$ cat src/rtl/alu_defs.sv
// rtl/alu_defs.sv - shared ALU command encoding and widths
package alu_defs;

    localparam int DATA_W    = 32;
    localparam int OVF_CNT_W = 8;

    typedef enum logic [2:0] {
        CMD_ADD  = 3'd0,
        CMD_SUB  = 3'd1,
        CMD_XOR  = 3'd2,
        CMD_SLT  = 3'd3,
        CMD_AND  = 3'd4,
        CMD_NAND = 3'd5,
        CMD_NOR  = 3'd6,
        CMD_OR   = 3'd7
    } alu_cmd_e;

endpackage

$ cat src/rtl/alu_issue_stage_if.sv
// rtl/alu_issue_stage_if.sv - request/result handshake bundle of the ALU issue stage
interface alu_issue_stage_if
    import alu_defs::*;
#(
    parameter int TAGW = 4
) ();

    logic              in_valid;
    logic              in_ready;
    logic [DATA_W-1:0] in_a;
    logic [DATA_W-1:0] in_b;
    logic [2:0]        in_cmd;
    logic [TAGW-1:0]   in_tag;

    logic              out_valid;
    logic              out_ready;
    logic [DATA_W-1:0] out_result;
    logic              out_carryout;
    logic              out_zero;
    logic              out_overflow;
    logic [TAGW-1:0]   out_tag;

    modport master (
        output in_valid, in_a, in_b, in_cmd, in_tag, out_ready,
        input  in_ready, out_valid, out_result, out_carryout, out_zero, out_overflow, out_tag
    );

    modport slave (
        input  in_valid, in_a, in_b, in_cmd, in_tag, out_ready,
        output in_ready, out_valid, out_result, out_carryout, out_zero, out_overflow, out_tag
    );

endinterface

$ cat src/rtl/alu.sv
// rtl/alu.sv - combinational 32-bit ALU with carry, zero and signed-overflow flags
module alu
    import alu_defs::*;
(
    input  logic [DATA_W-1:0] a,
    input  logic [DATA_W-1:0] b,
    input  logic [2:0]        cmd,
    output logic [DATA_W-1:0] result,
    output logic              carryout,
    output logic              zero,
    output logic              overflow
);

    logic              sub;
    logic [DATA_W-1:0] b_eff;
    logic [DATA_W:0]   sum;
    logic              arith;

    // SUB is a + ~b + 1, so carryout means "no borrow"
    always_comb begin
        sub   = (cmd == CMD_SUB);
        arith = (cmd == CMD_ADD) || (cmd == CMD_SUB);
        b_eff = sub ? ~b : b;
        sum   = {1'b0, a} + {1'b0, b_eff} + {{DATA_W{1'b0}}, sub};

        result = '0;
        case (cmd)
            CMD_ADD:  result = sum[DATA_W-1:0];
            CMD_SUB:  result = sum[DATA_W-1:0];
            CMD_XOR:  result = a ^ b;
            CMD_SLT:  result = {{(DATA_W-1){1'b0}}, ($signed(a) < $signed(b))};
            CMD_AND:  result = a & b;
            CMD_NAND: result = ~(a & b);
            CMD_NOR:  result = ~(a | b);
            CMD_OR:   result = a | b;
            default:  result = '0;
        endcase

        carryout = arith && sum[DATA_W];
        overflow = arith && (a[DATA_W-1] == b_eff[DATA_W-1])
                         && (sum[DATA_W-1] != a[DATA_W-1]);
        zero     = (result == '0);
    end

endmodule

$ cat src/rtl/alu_req_fifo.sv
// rtl/alu_req_fifo.sv - synchronous request FIFO with occupancy count
module alu_req_fifo #(
    parameter int W     = 71,
    parameter int DEPTH = 4
) (
    input  logic                     clk,
    input  logic                     reset_n,
    input  logic                     push,
    input  logic [W-1:0]             push_data,
    input  logic                     pop,
    output logic [W-1:0]             head_data,
    output logic [$clog2(DEPTH):0]   count
);

    localparam int AW = $clog2(DEPTH);

    logic [W-1:0]  mem [DEPTH];
    logic [AW-1:0] wr_ptr;
    logic [AW-1:0] rd_ptr;
    logic          do_push;
    logic          do_pop;

    assign do_push   = push && (count != (AW+1)'(DEPTH));
    assign do_pop    = pop && (count != '0);
    assign head_data = mem[rd_ptr];

    always_ff @(posedge clk) begin
        if (do_push) begin
            mem[wr_ptr] <= push_data;
        end
    end

    // Pointers wrap naturally because DEPTH is a power of two
    always_ff @(posedge clk) begin
        if (!reset_n) begin
            wr_ptr <= '0;
            rd_ptr <= '0;
            count  <= '0;
        end else begin
            if (do_push) begin
                wr_ptr <= wr_ptr + 1'b1;
            end
            if (do_pop) begin
                rd_ptr <= rd_ptr + 1'b1;
            end
            case ({do_push, do_pop})
                2'b10:   count <= count + 1'b1;
                2'b01:   count <= count - 1'b1;
                default: count <= count;
            endcase
        end
    end

endmodule

$ cat src/rtl/alu_issue_stage.sv
// rtl/alu_issue_stage.sv - buffered, registered front-end for the combinational ALU
module alu_issue_stage
    import alu_defs::*;
#(
    parameter int DEPTH = 4,
    parameter int TAGW  = 4
) (
    input  logic                 clk,
    input  logic                 reset_n,
    alu_issue_stage_if.slave     bus,
    input  logic                 ovf_clear,
    output logic [OVF_CNT_W-1:0] ovf_count
);

    localparam int ENTRY_W = 2*DATA_W + 3 + TAGW;
    localparam int CW      = $clog2(DEPTH) + 1;

    logic [ENTRY_W-1:0] head;
    logic [CW-1:0]      fifo_count;
    logic               push;
    logic               load;

    logic [DATA_W-1:0]  h_a;
    logic [DATA_W-1:0]  h_b;
    logic [2:0]         h_cmd;
    logic [TAGW-1:0]    h_tag;

    logic [DATA_W-1:0]  alu_result;
    logic               alu_carry;
    logic               alu_zero;
    logic               alu_ovf;

    logic               valid_q;
    logic [DATA_W-1:0]  result_q;
    logic               carry_q;
    logic               zero_q;
    logic               ovf_q;
    logic [TAGW-1:0]    tag_q;

    // Held low through reset so nothing is accepted while state is being cleared
    assign bus.in_ready = reset_n && (fifo_count < CW'(DEPTH));
    assign push         = bus.in_valid && bus.in_ready;
    assign load         = (fifo_count != '0) && (!valid_q || bus.out_ready);

    alu_req_fifo #(
        .W     (ENTRY_W),
        .DEPTH (DEPTH)
    ) u_fifo (
        .clk       (clk),
        .reset_n   (reset_n),
        .push      (push),
        .push_data ({bus.in_a, bus.in_b, bus.in_cmd, bus.in_tag}),
        .pop       (load),
        .head_data (head),
        .count     (fifo_count)
    );

    assign {h_a, h_b, h_cmd, h_tag} = head;

    alu u_alu (
        .a        (h_a),
        .b        (h_b),
        .cmd      (h_cmd),
        .result   (alu_result),
        .carryout (alu_carry),
        .zero     (alu_zero),
        .overflow (alu_ovf)
    );

    always_ff @(posedge clk) begin
        if (!reset_n) begin
            valid_q  <= 1'b0;
            result_q <= '0;
            carry_q  <= 1'b0;
            zero_q   <= 1'b0;
            ovf_q    <= 1'b0;
            tag_q    <= '0;
        end else if (load) begin
            valid_q  <= 1'b1;
            result_q <= alu_result;
            carry_q  <= alu_carry;
            zero_q   <= alu_zero;
            ovf_q    <= alu_ovf;
            tag_q    <= h_tag;
        end else if (bus.out_ready) begin
            valid_q  <= 1'b0;
        end
    end

    // Clear wins over a coincident increment
    always_ff @(posedge clk) begin
        if (!reset_n || ovf_clear) begin
            ovf_count <= '0;
        end else if (load && alu_ovf && (ovf_count != '1)) begin
            ovf_count <= ovf_count + 1'b1;
        end
    end

    assign bus.out_valid    = valid_q;
    assign bus.out_result   = result_q;
    assign bus.out_carryout = carry_q;
    assign bus.out_zero     = zero_q;
    assign bus.out_overflow = ovf_q;
    assign bus.out_tag      = tag_q;

endmodule

$ cat src/flat_wrapper.sv
// flat-port wrapper written by rule: the top's interface ports become plain ports
module alu_issue_stage_flat import alu_defs::*;
#(
    parameter int DEPTH = 4,
    parameter int TAGW  = 4
)
  (clk, reset_n, ovf_clear, ovf_count, bus_in_valid, bus_in_a, bus_in_b, bus_in_cmd, bus_in_tag, bus_out_ready, bus_in_ready, bus_out_valid, bus_out_result, bus_out_carryout, bus_out_zero, bus_out_overflow, bus_out_tag);
  alu_issue_stage_if #(.TAGW(TAGW)) bus_i ();
  input  logic clk;
  input  logic reset_n;
  input  logic ovf_clear;
  output logic [OVF_CNT_W-1:0] ovf_count;
  input wire logic [$bits(bus_i.in_valid)-1:0] bus_in_valid;
  input wire logic [$bits(bus_i.in_a)-1:0] bus_in_a;
  input wire logic [$bits(bus_i.in_b)-1:0] bus_in_b;
  input wire logic [$bits(bus_i.in_cmd)-1:0] bus_in_cmd;
  input wire logic [$bits(bus_i.in_tag)-1:0] bus_in_tag;
  input wire logic [$bits(bus_i.out_ready)-1:0] bus_out_ready;
  output wire logic [$bits(bus_i.in_ready)-1:0] bus_in_ready;
  output wire logic [$bits(bus_i.out_valid)-1:0] bus_out_valid;
  output wire logic [$bits(bus_i.out_result)-1:0] bus_out_result;
  output wire logic [$bits(bus_i.out_carryout)-1:0] bus_out_carryout;
  output wire logic [$bits(bus_i.out_zero)-1:0] bus_out_zero;
  output wire logic [$bits(bus_i.out_overflow)-1:0] bus_out_overflow;
  output wire logic [$bits(bus_i.out_tag)-1:0] bus_out_tag;
  assign bus_i.in_valid = bus_in_valid;
  assign bus_i.in_a = bus_in_a;
  assign bus_i.in_b = bus_in_b;
  assign bus_i.in_cmd = bus_in_cmd;
  assign bus_i.in_tag = bus_in_tag;
  assign bus_i.out_ready = bus_out_ready;
  assign bus_in_ready = bus_i.in_ready;
  assign bus_out_valid = bus_i.out_valid;
  assign bus_out_result = bus_i.out_result;
  assign bus_out_carryout = bus_i.out_carryout;
  assign bus_out_zero = bus_i.out_zero;
  assign bus_out_overflow = bus_i.out_overflow;
  assign bus_out_tag = bus_i.out_tag;
  alu_issue_stage #(.DEPTH(DEPTH), .TAGW(TAGW)) u_core (.clk(clk), .reset_n(reset_n), .bus(bus_i), .ovf_clear(ovf_clear), .ovf_count(ovf_count));
endmodule
$ cat config.mk
export PLATFORM = sky130hd
export DESIGN_NAME = alu_issue_stage_flat
export DESIGN_NICKNAME = d
export VERILOG_FILES = /design/src/rtl/alu_defs.sv /design/src/rtl/alu_issue_stage_if.sv /design/src/rtl/alu.sv /design/src/rtl/alu_req_fifo.sv /design/src/rtl/alu_issue_stage.sv /design/src/flat_wrapper.sv
export SDC_FILE = /design/constraint.sdc
export NUM_CORES = 1
export LEC_CHECK = 0
export BUFFER_PORTS_ARGS = -buffer_cell sky130_fd_sc_hd__buf_2
export CAP_MARGIN = 20
export CORE_UTILIZATION = 61
export DETAILED_ROUTE_END_ITERATION = 10
export PLACE_DENSITY = 0.89
export SLEW_MARGIN = 20
export SYNTH_ARGS = -nofsm -noshare
export SYNTH_HDL_FRONTEND = slang
export SYNTH_SLANG_ARGS = --single-unit
$ cat constraint.sdc
create_clock -name clk -period 7.95 [get_ports clk]
set_clock_uncertainty 0.15 [all_clocks]
set_input_delay 1.1925 -clock clk [delete_from_list [all_inputs] [get_ports clk]]
set_output_delay 1.1925 -clock clk [all_outputs]
set_load 0.02 [all_outputs]
==> results.py, run 1 <==
metrics = {
    "setup_path": {
        "crit_family": "simple AND/OR/NAND/NOR gates",
        "critPathKind": "reg2reg",
        "critPathBufInv": 3,
        "crit_arrival_ps": 6500,
        "slowest_stage": "dfxtp_4",
        "endpoint": "u_core.ovf_count[5]",
        "path_common_cell": "buf_4",
        "rr_worst_depth": 17,
        "cp-start-kind": "register",
        "rrSetupSlack_ps": 1740,
        "cp_data_required_time_ps": 8250,
        "path_cells": "mux4_2 -> inv_1 -> nand2_1 -> buf_4 -> nor2_4 -> buf_4 -> xnor2_1 -> ha_1 -> a21o_1 -> a221oi_1 -> o31ai_4 -> nor4b_4 -> nor4_2 -> xnor2_4 -> o2111ai_2 -> or3_1 -> a21oi_1",
        "cp_max_fo": 30,
        "slowest_delay_ps": 720,
        "cp-end-kind": "register",
        "worstSetupPathDepth": 17,
        "r2r-end": "u_core.ovf_count[5]",
    },
    "synthesis": {
        "yosys.area.top_type": "edfxtp_1",
        "synth_area_leaders": "edfxtp_1 48%, ha_1 9.3%, mux4_2 9.0%",
        "synthCells": 1385,
        "syn_avg_cell_area_um2": 12.9,
        "synth.ff_latch_count": 341,
        "yosys_warnings": 0,
        "async_reset_ff_share_pct": 0,
        "synthesis.nets": 1596,
        "synth_top_area_share_pct": 47.8,
        "synth_cell_types": 65,
        "synthesis.area_um2": 17800,
        "synth-seq-area-share_pct": 54.2,
        "synth-edff-count": 284,
        "ys.flop_type": "edfxtp_1",
    },
    "global_routing": {
        "grt_max_degree": 53,
        "grt_pass1_wl_mm": 69.3,
        "grt_util_all_layers_pct": 30.4,
        "antenna_found_initial": 3,
        "grt_pass1_vias": 12000,
        "gr-total-overflow": 0,
    },
    "timing": {
        "slew_headroom_pct": 38.4,
        "post-route-period-util_pct": 78.1,
        "max_freq_ghz": 0.161,
        "setup_violations": 0,
        "fin_setup_tns_ps": 0,
        "tightest_slew_ps": 924,
        "fin_ws_ps": 1740,
        "hold_viol": 0,
        "rsz0062_at_grt": "false",
        "slew_viol_final": 0,
        "fin_crit_ps": 6210,
    },
    "placed_design": {
        "io_buffers": 124,
        "dpl.hpwl_mm": 31.3,
        "placed_area_um2": 18800,
        "placedCellCount": 1837,
        "pre_cts_slack_ps": 1760,
        "routabilityCongestion": 0.969,
    },
    "clock_tree": {
        "clock-sinks": 341,
        "clockBufferDepth": 3,
        "cts-buffers-inserted": 35,
        "cts_setup_buffers": 0,
        "clk_pin_slew_ps": 60,
        "holdBufCountCts": 0,
        "worstSkewPairLatency_ps": 530,
        "cts_max_level": 2,
        "post_cts_resized": 0,
        "cts_tree": "done",
        "cts-root-buf": "clkbuf_16",
    },
    "final_layout": {
        "drive_above_1_share_pct": 18.4,
        "fin_util_pct": 69.2,
        "syn_to_final_growth_pct": 11.6,
        "final_common_cell": "edfxtp_1",
        "postLayoutCellArea_um2": 19900,
        "fillCellCount": 1970,
        "final_nets": 1701,
        "stdcell_count": 1900,
        "mostFrequentLayoutCells": "284 x edfxtp_1, 133 x ha_1, 124 x buf_2, 92 x inv_1, 84 x a21oi_1",
    },
    "drt": {
        "met2WireLength_mm": 20.8,
        "drt_iter0_markers": 1148,
        "detail_route.drc_violations": 0,
        "wl_per_cell_um": 23.9,
        "routed_wl_mm": 45.3,
        "wl_met1_mm": 19.6,
        "top_layer": "met5",
        "wl_met3_mm": 3.78,
        "first_pass_iters": 6,
        "vias_per_cell": 6.39,
        "vias": 12100,
        "ant_nets": 0,
    },
    "die": {
        "fp-row-count": 62,
        "die_y_um": 173,
        "start_util_pct": 62.0,
        "die_x_um": 173,
        "coreArea_um2": 28800,
        "io_pins": 125,
        "dieArea_um2": 29900,
    },
    "power": {
        "power_density_nw_per_um2": 421,
        "leakagePower_nw": 7.48,
        "ir_drop_mv": 0.263,
    },
    "min_path": {
        "min_path_type": "reg2reg",
    },
    "outcome": {
        "status": "finished clean",
    },
    "run": {
        "cap_violations": 0,
    },
}
layout make-up:
cell class,count,area (um2),share of cell area [%]
Antenna cell,1,2.50,0.0126
Tap cell,384,480,2.41
Multi-Input combinational cell,880,7580,38.1
Sequential cell,341,9680,48.6
Clock buffer,48,976,4.90
Clock inverter,14,119,0.597
Timing Repair Buffer,139,733,3.68
Inverter,93,349,1.75
cell usage after synthesis, drive strengths merged, types with 7 or more instances:
library cell / n
mux2i: 27
buf: 26
nor2: 85
o21a: 13
dfxtp: 57
a221oi: 7
nor4: 12
a31oi: 12
a21oi: 84
a22oi: 12
nor2b: 7
clkbuf: 45
nand4: 19
xnor2: 63
or3: 8
o2111ai: 7
mux4: 71
o211ai: 10
nor3: 12
inv: 92
nand2: 73
xor2: 11
edfxtp: 284
o21ai: 51
and3: 8
o22ai: 8
a211oi: 22
a21o: 24
ha: 133
nand3: 24
nand2b: 7
worst min-delay path by stage:
stage                             start                       end  slack, ps  cells past startpoint
2_1_floorplan    u_core.u_fifo.count[2]    u_core.u_fifo.count[2]        320                      2
3_3_place_gp   u_core.bus.out_result[1]  u_core.bus.out_result[1]        290                      2
3_5_place_dp      u_core.bus.out_tag[0]     u_core.bus.out_tag[0]        300                      2
4_1_cts           u_core.bus.out_tag[0]     u_core.bus.out_tag[0]        310                      2
5_1_grt           u_core.bus.out_tag[0]     u_core.bus.out_tag[0]        320                      2
6_report          u_core.bus.out_tag[0]     u_core.bus.out_tag[0]        300                      2
state kept, by name, summed over array words and instances (netlist names), named ones only:
| signal | cells |
|---|---|
| u_core.u_fifo.mem | 284 |
| u_core.bus.out_result | 32 |
| u_core.ovf_count | 8 |
| u_core.bus.out_tag | 4 |
| u_core.u_fifo.count | 3 |
| u_core.u_fifo.rd_ptr | 2 |
| u_core.u_fifo.wr_ptr | 2 |
| u_core.bus.out_carryout | 1 |
| u_core.bus.out_overflow | 1 |
| u_core.bus.out_valid | 1 |
| u_core.bus.out_zero | 1 |
worst register-to-register path, stage by stage, from the launching register on:
cell       delay (ps)
dfxtp_4           720
mux4_2            630
inv_1             390
nand2_1           110
buf_4             270
nor2_4            430
buf_4             400
xnor2_1           130
ha_1              450
a21o_1            220
a221oi_1          400
o31ai_4           180
nor4b_4           170
nor4_2            580
xnor2_4           210
o2111ai_2         190
or3_1             380
a21oi_1           150
routing by layer:
metal  track usage, %  up-vias
li1                 -     5450
met1             44.0     5995
met2             47.2      605
met3             5.12       87
met4             9.73        2
met5                0        -
metrics by stage:
step	power, mW	hold WS [ps]
4_1_cts	8.29	307
5_1_grt	8.85	323
6_report	8.38	304
3_5_place_dp	6.70	298
3_3_place_gp	6.63	290
2_1_floorplan	5.50	322
power breakdown:
group,internal [mW],switching [mW]
sequential,2.12,0.115
combinational,1.70,2.88
clock,0.874,0.683
total,4.70,3.68
logic make-up (layout without fill, tap and decap cells):
logic type	count (synthesis)	count (layout)	share of synthesized area [%]
other cells	0	1	0
xor+xnor	74	74	3.74
flops	341	341	54.2
buf+inv	164	294	3.51
fa+ha+maj	135	135	9.55
compound gates	296	296	10.9
simple gates	275	275	7.49
mux	100	100	10.6
No activity file was read; power rests on OpenSTA's default activity.
==> run 2: changes to the inputs <==
==> constraint.sdc (replaced) <==
create_clock -name clk -period 5.8 [get_ports clk]
set_clock_uncertainty 0.15 [all_clocks]
set_input_delay 0.87 -clock clk [delete_from_list [all_inputs] [get_ports clk]]
set_output_delay 0.87 -clock clk [all_outputs]
set_load 0.02 [all_outputs]
==> run 2 against run 1 <==
Against the previous run: worst hold slack got worse by 3.9 ps; setup slack got worse by 1200 ps; flip-flop and latch count did not move; global-route usage fell by 0.55 points; routed wire length fell by 1.5%; clock power rose by 53%; non-clock buffer count rose by 9; total power rose by 40%; via count fell by 0.12%; sequential power rose by 35%; fmax rose by 18%; die area did not move; critical endpoint is now u_core.ovf_count[7]; largest cell class unchanged.
==> results.py, run 2 (synthesis results as in run 1) <==
metrics = {
    "clock_tree": {
        "post_cts_resized": 0,
        "cts_max_level": 2,
        "cts_setup_buffers": 0,
        "clockBufferDepth": 3,
        "worstSkewPairLatency_ps": 540,
        "holdBufCountCts": 0,
        "clock-sinks": 341,
        "clk_pin_slew_ps": 60,
        "cts-root-buf": "clkbuf_16",
        "cts_tree": "done",
        "cts-buffers-inserted": 35,
    },
    "final_layout": {
        "syn_to_final_growth_pct": 12.8,
        "final_common_cell": "edfxtp_1",
        "regMostFlops": "u_core.u_fifo.mem",
        "drive_above_1_share_pct": 19.3,
        "final_nets": 1710,
        "mostFrequentLayoutCells": "284 x edfxtp_1, 133 x ha_1, 124 x buf_2, 92 x inv_1, 84 x a21oi_1",
        "largest_reg_flops": 284,
    },
    "die": {
        "coreArea_um2": 28800,
        "die_y_um": 173,
        "io_pins": 125,
        "fp-row-count": 62,
        "start_util_pct": 62.0,
        "die_x_um": 173,
        "dieArea_um2": 29900,
    },
    "drt": {
        "wl_per_cell_um": 23.4,
        "first_pass_iters": 6,
        "vias_per_cell": 6.35,
        "detail_route.drc_violations": 0,
        "drt_iter0_markers": 1330,
        "ant_nets": 0,
        "vias": 12100,
        "routed_wl_mm": 44.6,
    },
    "placed_design": {
        "dpl.hpwl_mm": 30.1,
        "routabilityCongestion": 0.967,
        "io_buffers": 124,
    },
    "setup_path": {
        "critPathKind": "reg2reg",
        "endpoint": "u_core.ovf_count[7]",
        "cp_max_fo": 15,
        "crit_arrival_ps": 5550,
        "cp_data_required_time_ps": 6110,
        "rr_worst_depth": 17,
        "rrSetupSlack_ps": 560,
        "r2r-end": "u_core.ovf_count[7]",
        "cp-start-kind": "register",
        "cp-end-kind": "register",
    },
    "timing": {
        "fin_setup_tns_ps": 0,
        "rsz0062_at_grt": "false",
        "slew_headroom_pct": 46.3,
        "tightest_slew_ps": 798,
        "setup_violations": 0,
        "hold_viol": 0,
        "max_freq_ghz": 0.191,
        "fin_crit_ps": 5240,
        "post-route-period-util_pct": 90.4,
        "slew_viol_final": 0,
        "whs_ps": 300,
    },
    "min_path": {
        "min_path_type": "reg2reg",
    },
    "power": {
        "p_comb_share_pct": 53.8,
        "leakagePower_nw": 7.60,
        "power_density_nw_per_um2": 582,
        "clockPowerShare_pct": 20.4,
        "ir_drop_mv": 0.307,
        "p_int_mw": 6.71,
        "seq_power_share_pct": 25.8,
        "swShare_pct": 42.8,
        "p_sw_mw": 5.02,
    },
    "global_routing": {
        "grt_pass1_wl_mm": 68.2,
        "antenna_found_initial": 2,
        "grt_max_degree": 53,
        "gr-total-overflow": 0,
        "grt_pass1_vias": 11800,
        "grt_util_all_layers_pct": 29.8,
    },
    "outcome": {
        "status": "finished clean",
    },
    "run": {
        "cap_violations": 0,
    },
}
## run 2: power by group through the flow
stage	registers (mW)	logic [mW]	clock network, mW
2_1_floorplan	3.18	4.36	0
3_3_place_gp	3.05	6.03	0
3_5_place_dp	3.07	6.12	0
4_1_cts	3.02	6.18	2.42
5_1_grt	3.05	6.80	2.50
6_report	3.03	6.31	2.39
## run 2: per-stage QoR
| step | instances | util, % | total power, mW | cell area (um2) | setup WS, ps |
|---|---|---|---|---|---|
| CTS | 1909 | 70.0 | 11.6 | 20100 | 583 |
| detailed placement | 1846 | 65.7 | 9.20 | 18900 | 616 |
| floorplan | 1385 | - | 7.53 | 17800 | 56.0 |
| global placement | 1846 | 65.7 | 9.09 | 18900 | 687 |
| global route | 1910 | 70.0 | 12.4 | 20100 | 316 |
| finish | 1910 | 70.0 | 11.7 | 20100 | 559 |
## run 2: area by class of cell
| class | instances | area, um2 |
|---|---|---|
| tap | 384 | 480 |
| timing repair buffer | 148 | 813 |
| fill | 1860 | 8640 |
| clock buffer | 42 | 935 |
| sequential | 341 | 9680 |
| antenna | 1 | 2.50 |
| inverter | 93 | 349 |
| clock inverter | 21 | 302 |
| multi-input combinational | 880 | 7580 |
## run 2: per-layer routing
layer	GRT usage [%]	up-vias	share of wire (%)	wire [um]
met1	43.3	5887	42	18900
met4	10.1	0	3.2	1440
li1	-	5483	-	-
met3	5.12	98	9.3	4150
met5	0	-	0	0
met2	46.0	656	45	20200
## run 2: worst min-delay path by stage
stage / from / to / depth (start not counted)
after floorplan: u_core.u_fifo.count[2] / u_core.u_fifo.count[2] / 2
after global placement: u_core.bus.out_result[1] / u_core.bus.out_result[1] / 2
after detailed placement: u_core.bus.out_tag[0] / u_core.bus.out_tag[0] / 2
after CTS: u_core.bus.out_tag[0] / u_core.bus.out_tag[0] / 2
after global routing: u_core.bus.out_tag[0] / u_core.bus.out_tag[0] / 2
final: u_core.bus.out_tag[0] / u_core.bus.out_tag[0] / 2
## run 2: worst max-delay path: stages, from the launching register on
cell and delay (ps):
dfxtp_4 370, mux4_2 510, inv_1 100, nand2_1 110
nor2_4 470, buf_4 370, xnor2_1 120, ha_1 440
nand2_1 150, nor2_1 50, a221oi_1 410, o31ai_4 190
nor4b_4 180, nor4_2 630, xnor2_4 210, o2111ai_2 200
or3_1 370, a21oi_1 140
==> run 3: changes to the inputs <==
--- a/config.mk
+++ b/config.mk
@@ -7,9 +7,11 @@
 export LEC_CHECK = 0
 export BUFFER_PORTS_ARGS = -buffer_cell sky130_fd_sc_hd__buf_2
 export CAP_MARGIN = 20
-export CORE_UTILIZATION = 61
+export CELL_PAD_IN_SITES_DETAIL_PLACEMENT = 1
+export CELL_PAD_IN_SITES_GLOBAL_PLACEMENT = 2
+export CORE_UTILIZATION = 43
 export DETAILED_ROUTE_END_ITERATION = 10
-export PLACE_DENSITY = 0.89
+export PLACE_DENSITY = 0.9
 export SLEW_MARGIN = 20
 export SYNTH_ARGS = -nofsm -noshare
 export SYNTH_HDL_FRONTEND = slang
==> run 3 against run 2 <==
Against the previous run: setup slack improved by 75 ps; cell area rose by 1.3%; worst hold slack barely moved; routed wire length rose by 14%; total power rose by 2.7%; utilization fell by 20 points; sequential share of layout area fell by 0.62 points; flip-flop and latch count did not move; combinational power rose by 4.3%; die area rose by 41%; non-clock buffer count rose by 10.
==> results.py, run 3 (synthesis results as in run 1) <==
metrics = {
    "die": {
        "fp-row-count": 74,
        "start_util_pct": 43.6,
        "die_x_um": 206,
        "io_pins": 125,
        "dieArea_um2": 42300,
        "coreArea_um2": 40900,
        "die_y_um": 206,
    },
    "min_path": {
        "whs_endpoint": "u_core.bus.out_result[1]",
        "whs_path_depth": 2,
        "min-delay-start": "u_core.bus.out_result[1]",
        "min_path_type": "reg2reg",
    },
    "timing": {
        "slew_viol_final": 0,
        "fin_crit_ps": 5170,
        "slew_headroom_pct": 40.6,
        "fin_setup_tns_ps": 0,
        "post-route-period-util_pct": 89.1,
        "setup_violations": 0,
        "rsz0062_at_grt": "false",
        "max_freq_ghz": 0.194,
        "tightest_slew_ps": 891,
        "fin_ws_ps": 634,
        "hold_viol": 0,
    },
    "final_layout": {
        "mostFrequentLayoutCells": "284 x edfxtp_1, 133 x ha_1, 124 x buf_2, 92 x inv_1",
        "syn_to_final_growth_pct": 14.3,
        "multi_input_area_um2": 7580,
        "fillCellCount": 4214,
        "num_antenna_cells": 0,
        "regArea_um2": 9680,
        "final_nets": 1723,
        "regMostFlops": "u_core.u_fifo.mem",
        "fin_util_pct": 49.9,
        "stdcell_count": 2074,
        "drive_above_1_share_pct": 19.8,
        "largest_reg_flops": 284,
        "final_common_cell": "edfxtp_1",
    },
    "clock_tree": {
        "cts-buffers-inserted": 38,
        "clockBufferDepth": 3,
        "cts-root-buf": "clkbuf_16",
        "holdBufCountCts": 0,
        "clk_pin_slew_ps": 60,
        "cts_setup_buffers": 0,
        "worstSkewPairLatency_ps": 560,
        "cts_max_level": 2,
        "cts_tree": "done",
        "clock-sinks": 341,
        "post_cts_resized": 0,
    },
    "outcome": {
        "status": "finished clean",
    },
    "placed_design": {
        "dpl.hpwl_mm": 36.6,
        "pre_cts_slack_ps": 619,
        "io_buffers": 124,
        "placedCellCount": 2004,
        "routabilityCongestion": 0.938,
    },
    "setup_path": {
        "cp_data_required_time_ps": 6130,
        "critPathBufInv": 2,
        "cp-end-kind": "register",
        "slowest_stage": "mux4_2",
        "crit_family": "compound AO/OA/AOI/OAI gates",
        "critPathKind": "reg2reg",
        "crit_arrival_ps": 5500,
        "slowest_delay_ps": 590,
        "rrSetupSlack_ps": 630,
        "cp_max_fo": 24,
        "r2r-end": "u_core.ovf_count[5]",
        "cp-start-kind": "register",
        "path_cells": "buf_4 -> mux4_2 -> inv_1 -> xnor2_1 -> ha_1 -> a21o_1 -> a211oi_1 -> o21a_1 -> o31ai_4 -> nor4b_4 -> nor4_2 -> xnor2_4 -> o2111ai_2 -> or3_1 -> a21oi_1",
        "rr_worst_depth": 15,
    },
    "global_routing": {
        "grt_pass1_vias": 12500,
        "grt_max_degree": 53,
        "grt_pass1_wl_mm": 77.0,
        "gr-total-overflow": 0,
        "antenna_found_initial": 1,
        "grt_util_all_layers_pct": 24.6,
    },
    "power": {
        "ir_drop_mv": 0.258,
        "power_density_nw_per_um2": 590,
        "leakagePower_nw": 7.64,
    },
    "drt": {
        "detail_route.drc_violations": 0,
        "ant_nets": 0,
        "first_pass_iters": 6,
        "routed_wl_mm": 50.9,
        "drt_iter0_markers": 865,
        "wl_per_cell_um": 24.6,
        "vias_per_cell": 5.73,
        "vias": 11900,
    },
    "run": {
        "cap_violations": 0,
    },
}
==> run 3: layer usage <==
metal	wire, um	GRT usage [%]	up-vias
met2	23500	38.8	332
met3	2670	3.61	74
met5	8	0	-
met1	23500	34.8	5987
li1	-	-	5497
met4	1220	7.96	2
==> run 3: metrics by stage <==
| step | hold WS, ps | total power [mW] | instance area [um2] |
|---|---|---|---|
| global placement | 293 | 9.46 | 19200 |
| finish | 300 | 12.0 | 20400 |
| CTS | 302 | 12.0 | 20400 |
| floorplan | 322 | 7.53 | 17800 |
| detailed placement | 295 | 9.59 | 19200 |
| global route | 317 | 12.7 | 20400 |
==> run 3: worst max-delay path by stage <==
stage          slack, ps  cells after the start      from             endpoint
3_3_place_gp         690                     15  register  u_core.ovf_count[7]
4_1_cts              590                     15  register  u_core.ovf_count[5]
5_1_grt              300                     15  register  u_core.ovf_count[5]
6_report             630                     15  register  u_core.ovf_count[5]
2_1_floorplan         60                     22  register  u_core.ovf_count[7]
3_5_place_dp         620                     15  register  u_core.ovf_count[4]
==> run 3: cell type report <==
cell class	count	area share, %
multi-input cells	880	37.2
clock inverters	23	1.22
inverters	93	1.71
clock buffers	47	4.87
repair buffers	158	4.35
flip-flops and latches	341	47.4
well taps	532	3.26
==> run 3: where the power goes <==
part | internal (mW) | switching, mW | leakage (nW)
Combinational | 2.42 | 4.16 | 4.00
Clock | 1.41 | 1.00 | 0.593
Sequential | 2.91 | 0.133 | 3.05
Total | 6.74 | 5.30 | 7.64
==> run 3: worst min-delay path, cell delays in order (launching register included) <==
cell and delay [ps]:
dfxtp_1 310, nand2_1 50, a21oi_1 50
